File: config.mk
export PLATFORM = sky130hd
export DESIGN_NAME = multicycle_adder
export DESIGN_NICKNAME = d
export VERILOG_FILES = /design/src/rtl/multicycle_adder_pkg.sv /design/src/rtl/ripple_adder_chunk.sv /design/src/rtl/multicycle_adder.sv
export SDC_FILE = /design/constraint.sdc
export NUM_CORES = 1
export LEC_CHECK = 0
export BUFFER_PORTS_ARGS = -buffer_cell sky130_fd_sc_hd__buf_2
export CAP_MARGIN = 40
export CORE_MARGIN = 10
export CORE_UTILIZATION = 51
export DETAILED_ROUTE_END_ITERATION = 12
export GPL_ROUTABILITY_DRIVEN = 0
export PLACE_DENSITY = 0.85
export SYNTH_ARGS = -nofsm -noshare
export SYNTH_HDL_FRONTEND = slang
export SYNTH_HIERARCHICAL = 1
export SYNTH_SLANG_ARGS = --single-unit
File: constraint.sdc
create_clock -name clk -period 4.77 [get_ports clk]
set_input_delay 0.954 -clock clk [delete_from_list [all_inputs] [get_ports clk]]
set_output_delay 0.954 -clock clk [all_outputs]
set_load 0.01 [all_outputs]
File: src/rtl/multicycle_adder_pkg.sv
// Shared types and default sizing for the chunked multicycle adder.
// The FSM state enum lives here so sub-blocks and benches agree on it.
package multicycle_adder_pkg;

   typedef enum logic {
      IDLE = 1'b0,
      RUN  = 1'b1
   } state_t;

   localparam int DEF_WIDTH = 32;
   localparam int DEF_CHUNK = 8;

endpackage

File: src/rtl/ripple_adder_chunk.sv
// Combinational CHUNK-bit ripple adder; also exposes the carry into
// the MSB so the caller can form two's-complement overflow.
module ripple_adder_chunk #(
   parameter int CHUNK = 8
) (
   input  logic [CHUNK-1:0] X,
   input  logic [CHUNK-1:0] Y,
   input  logic             Cin,
   output logic [CHUNK-1:0] S,
   output logic             Cout,
   output logic             Cmsb
);

   logic [CHUNK:0] c;

   // bit-serial carry chain across the chunk
   always_comb begin
      c    = '0;
      S    = '0;
      c[0] = Cin;
      for (int i = 0; i < CHUNK; i++) begin
         S[i]   = X[i] ^ Y[i] ^ c[i];
         c[i+1] = (X[i] & Y[i]) | (c[i] & (X[i] ^ Y[i]));
      end
      Cout = c[CHUNK];
      Cmsb = c[CHUNK-1];
   end

endmodule

File: src/rtl/multicycle_adder.sv
// Adds/subtracts WIDTH-bit operands CHUNK bits per clock, LSB chunk
// first, through one shared ripple chunk; results post with done.
module multicycle_adder
   import multicycle_adder_pkg::*;
#(
   parameter int WIDTH = DEF_WIDTH,
   parameter int CHUNK = DEF_CHUNK
) (
   input  logic             clk,
   input  logic             rst_n,
   input  logic             start,
   input  logic [WIDTH-1:0] X,
   input  logic [WIDTH-1:0] Y,
   input  logic             Cin,
   input  logic             sub,
   output logic             busy,
   output logic             done,
   output logic [WIDTH-1:0] S,
   output logic             Cout,
   output logic             V,
   output logic             Z
);

   localparam int NCHUNK = WIDTH / CHUNK;
   localparam int IW = (NCHUNK > 1) ? $clog2(NCHUNK) : 1;

   if ((CHUNK < 1) || (WIDTH % CHUNK != 0)) begin : g_bad_size
      $error("multicycle_adder: WIDTH must be a multiple of CHUNK");
   end

   state_t           state_q, state_d;
   logic [IW-1:0]    idx;
   logic [WIDTH-1:0] a_q, b_q, acc, full;
   logic             c_q;
   logic             load, step, fin, last;
   logic [CHUNK-1:0] ch_s;
   logic             ch_cout, ch_cmsb;

   assign busy = (state_q == RUN);
   assign last = (idx == IW'(NCHUNK - 1));

   ripple_adder_chunk #(.CHUNK(CHUNK)) u_chunk (
      .X    (a_q[idx*CHUNK +: CHUNK]),
      .Y    (b_q[idx*CHUNK +: CHUNK]),
      .Cin  (c_q),
      .S    (ch_s),
      .Cout (ch_cout),
      .Cmsb (ch_cmsb)
   );

   // merge the current chunk into the accumulated partial sum
   always_comb begin
      full = acc;
      full[idx*CHUNK +: CHUNK] = ch_s;
   end

   // state register
   always_ff @(posedge clk or negedge rst_n) begin
      if (!rst_n) state_q <= IDLE;
      else        state_q <= state_d;
   end

   // next state and datapath strobes
   always_comb begin
      state_d = state_q;
      load    = 1'b0;
      step    = 1'b0;
      fin     = 1'b0;
      unique case (state_q)
         IDLE: begin
            if (start) begin
               state_d = RUN;
               load    = 1'b1;
            end
         end
         RUN: begin
            step = 1'b1;
            if (last) begin
               state_d = IDLE;
               fin     = 1'b1;
            end
         end
         default: state_d = IDLE;
      endcase
   end

   // operand latch, chunk stepping and result publication
   always_ff @(posedge clk or negedge rst_n) begin
      if (!rst_n) begin
         a_q  <= '0;
         b_q  <= '0;
         c_q  <= 1'b0;
         acc  <= '0;
         idx  <= '0;
         done <= 1'b0;
         S    <= '0;
         Cout <= 1'b0;
         V    <= 1'b0;
         Z    <= 1'b0;
      end else begin
         done <= fin;
         if (load) begin
            a_q <= X;
            b_q <= sub ? ~Y : Y;
            c_q <= sub | Cin;
            acc <= '0;
            idx <= '0;
         end else if (step) begin
            acc <= full;
            c_q <= ch_cout;
            idx <= fin ? '0 : idx + IW'(1);
            if (fin) begin
               S    <= full;
               Cout <= ch_cout;
               V    <= ch_cout ^ ch_cmsb;
               Z    <= ~|full;
            end
         end
      end
   end

endmodule

==> impl_metrics.yaml <==
power_and_ir_drop:
  max-vdd-ir-drop_mv: 0.4612
  power_mw: 6.128
  comb_power_share_pct: 51.1
  internal-power_mw: 3.647
  p_sw_share_pct: 40.49
  p_sw_mw: 2.481
  clkPwrFrac_pct: 18.8
  seq_power_share_pct: 30.1
  power.leakage_nw: 3.433
  powerDensity_nw_per_um2: 832.5
worst_setup_path:
  path_class: "reg2reg"
  end_kind: "register"
  critPathLaunchType: "register"
  r2r_cells: 17
  required_ns: 5.09
  arrival_ns: 5.05
  rr_endpoint: "Z"
  reg2reg_setup_slack_ns: 0.03
  r2r_start: "idx[0]"
  cp-startpoint: "idx[0]"
  crit_path_max_fanout: 4
synthesis:
  synth_area_um2: 6145
  synthFlopType: "dfrtp_1"
  yosysSeqAreaShare_pct: 52.13
  synth_cell_types: 43
  yosysTopAreaCell: "dfrtp_1"
  synth_edf_count: 0
  synth_top_area_share_pct: 52.13
  syn_inst: 538
  ys_ff_latch: 128
  syn_area_per_cell_um2: 11.42
  async_reset_ff_share_pct: 100.0
  yosysWarnings: 6
  synth_area_leaders: "dfrtp_1 52%, mux2_2 9.2%, mux4_2 5.9%, nand2_1 5.1%, o21ai_0 4.7%"
  syn-num-nets: 620
layout:
  nNetsFinal: 721
  area_growth_pct: 19.79
  fillCellCount: 945
  drive_gt1_share_pct: 35.79
  n_antenna_cell: 0
  postLayoutCoreUtil_pct: 61.80
  finalInstanceArea_um2: 7361
cts:
  cts_hold_buf: 0
  htreeDepth: 4
  clk_pin_slew_ns: 0.06
  clk_latency_ns: 0.42
  clk_path_buf_depth: 2
  cts_num_sinks: 128
  cts_buffers: 17
  cts_tree: "done"
  clock-root-buffer: "clkbuf_16"
worst_hold_path:
  holdPathStages: 2
  hp-start: "S[29]"
  min_path_type: "reg2reg"
  min_to: "S[29]"
placement:
  io_buffers: 105
  dp_hpwl_um: 10590
  post_dp_cell_area_um2: 6814
grt:
  antenna_found_initial: 0
  overflow: 0
  grt_pass1_wl_um: 23670
  grt_pass1_vias: 4686
  track_usage_pct: 17.77
  grt_start_max_net_pins: 69
drt:
  via_count: 4416
  ant_nets: 0
  routed_wl_um: 14360
  via_per_inst: 5.534
  firstDrtPassIters: 7
  drcViolationCount: 0
  first_iter_violations: 285
  routedWlPerCell_um: 18.00
sta:
  setup_violations: 0
  fmax_mhz: 211.1
  min_period_over_period_pct: 99.32
  clock_skew_ns: 0.007456
  worst_pin_slew_ns: 0.8777
  hold_viol_final: 0
  slew_violations: 0
  relSlewSlack_pct: 41.49
  period_needed_ns: 4.737
  whs_ns: 0.4755
  rsz0062_at_grt: "yes"
floorplan:
  die_area_um2: 16840
  die_h_um: 129.8
  dieWidth_um: 129.8
  core_um2: 11910
  start_util_pct: 51.59
  pin_count: 106
  num_rows: 40
job:
  drv_cap: 0
status:
  outcome: "complete, no violations"
[cell type report]
| class | instances | area, µm² | area share [%] |
|---|---|---|---|
| Clock buffer | 22 | 464.2 | 6.306 |
| Clock inverter | 9 | 62.56 | 0.8499 |
| Inverter | 27 | 101.3 | 1.377 |
| Multi-Input combinational cell | 346 | 2708 | 36.78 |
| Sequential cell | 128 | 3204 | 43.53 |
| Tap cell | 147 | 183.9 | 2.499 |
| Timing Repair Buffer | 119 | 636.9 | 8.652 |
[worst max-delay path, cell delays in order (launching register included)]
cell	delay (ns)
dfrtp_2	0.41
mux4_2	0.53
fa_2	0.37
inv_2	0.06
fa_1	0.15
inv_1	0.06
fa_2	0.36
fa_2	0.35
fa_2	0.35
fa_2	0.34
inv_2	0.06
fa_2	0.19
inv_2	0.05
fa_1	0.46
or4_4	0.43
a21oi_2	0.13
o311ai_2	0.09
o31ai_1	0.23
[metal layers]
layer / up-vias / track usage (%) / share of wire (%)
met1: 2163 / 22.42 / 43
met3: 19 / 5.923 / 6.7
li1: 2059 / - / -
met5: - / 0 / 0
met4: 0 / 6.019 / 1.4
met2: 175 / 28.24 / 49
[synth_stat cells, types with 2 or more instances]
cell type  number
ha_1            5
nor3_1          2
nand2_1        84
or3_1           2
o21ai_1        11
nor4_1          3
nor2_1         10
nor3b_1         2
nand3b_1        2
mux4_2         16
a31oi_1         5
fa_1            8
clkbuf_1       20
buf_1           3
a22o_1         23
o31ai_1         4
dfrtp_1       128
nand4_1         2
nor2b_1         6
buf_2          12
o21ai_0        58
mux2_2         50
inv_1          26
a21oi_1         4
o22ai_1         2
xnor2_1        33
[state kept, by name, summed over array words and instances (netlist names)]
| register | flops |
|---|---|
| b_q | 32 |
| Z | 1 |
| idx | 2 |
| S | 32 |
| busy | 1 |
| Cout | 1 |
| V | 1 |
| a_q | 32 |
| done | 1 |
| c_q | 1 |
| acc | 24 |
[cell usage in the layout, fill, tap and decap left out, types with 3 or more instances in the layout]
cell type | synthesis | routed
a21oi_1 | 4 | 3
a22o_1 | 23 | 23
a31oi_1 | 5 | 5
buf_2 | 12 | 104
buf_4 | 1 | 14
clkbuf_1 | 20 | 3
clkbuf_16 | 0 | 17
clkinvlp_4 | 0 | 7
dfrtp_1 | 128 | 127
fa_2 | 0 | 6
ha_1 | 5 | 5
inv_1 | 26 | 23
inv_2 | 1 | 4
mux2_2 | 50 | 50
mux4_2 | 16 | 16
nand2_1 | 84 | 83
nor2_1 | 10 | 10
nor2b_1 | 6 | 6
nor4_1 | 3 | 3
o21ai_0 | 58 | 58
o21ai_1 | 11 | 11
o31ai_1 | 4 | 4
xnor2_1 | 33 | 33
[metrics by stage]
step | cells | setup WS [ns] | setup TNS, ns
final | 798 | 0.03266 | 0
after global routing | 798 | -0.1382 | -0.1382
after CTS | 798 | 0.004118 | 0
after detailed placement | 767 | -0.07271 | -0.07271
after global placement | 767 | 0.07815 | 0
after floorplan | 538 | -0.09337 | -0.09337
[power groups by stage]
stage               sequential, mW  clock (mW)  combinational (mW)
global route                  1.90        1.22                3.38
detailed placement            1.86           0                3.04
finish                        1.85        1.15                3.13
global placement              1.82           0                2.94
CTS                           1.85        1.16                3.05
floorplan                     1.82           0                2.08
[worst max path at each step]
| stage | to | cells past startpoint |
|---|---|---|
| after floorplan | Z | 19 |
| after global placement | Z | 17 |
| after detailed placement | Z | 17 |
| after CTS | Z | 17 |
| after global routing | Z | 17 |
| final | Z | 17 |
[cells by family after synthesis]
kind of cell	synth area share, %
simple gates	9.021
buf+inv	4.337
fa+ha+maj	3.624
mux	15.03
xor+xnor	4.704
flops	52.13
compound gates	11.16
[timing repair]
item                                    in CTS  in global routing
buffers inserted                             0                  0
pin swaps                                    6                  1
endpoints found under the setup margin       1                  2
hold endpoints to repair                     0                  0
gates resized for setup                      2                  4
Power figures use the tool's default switching activity.
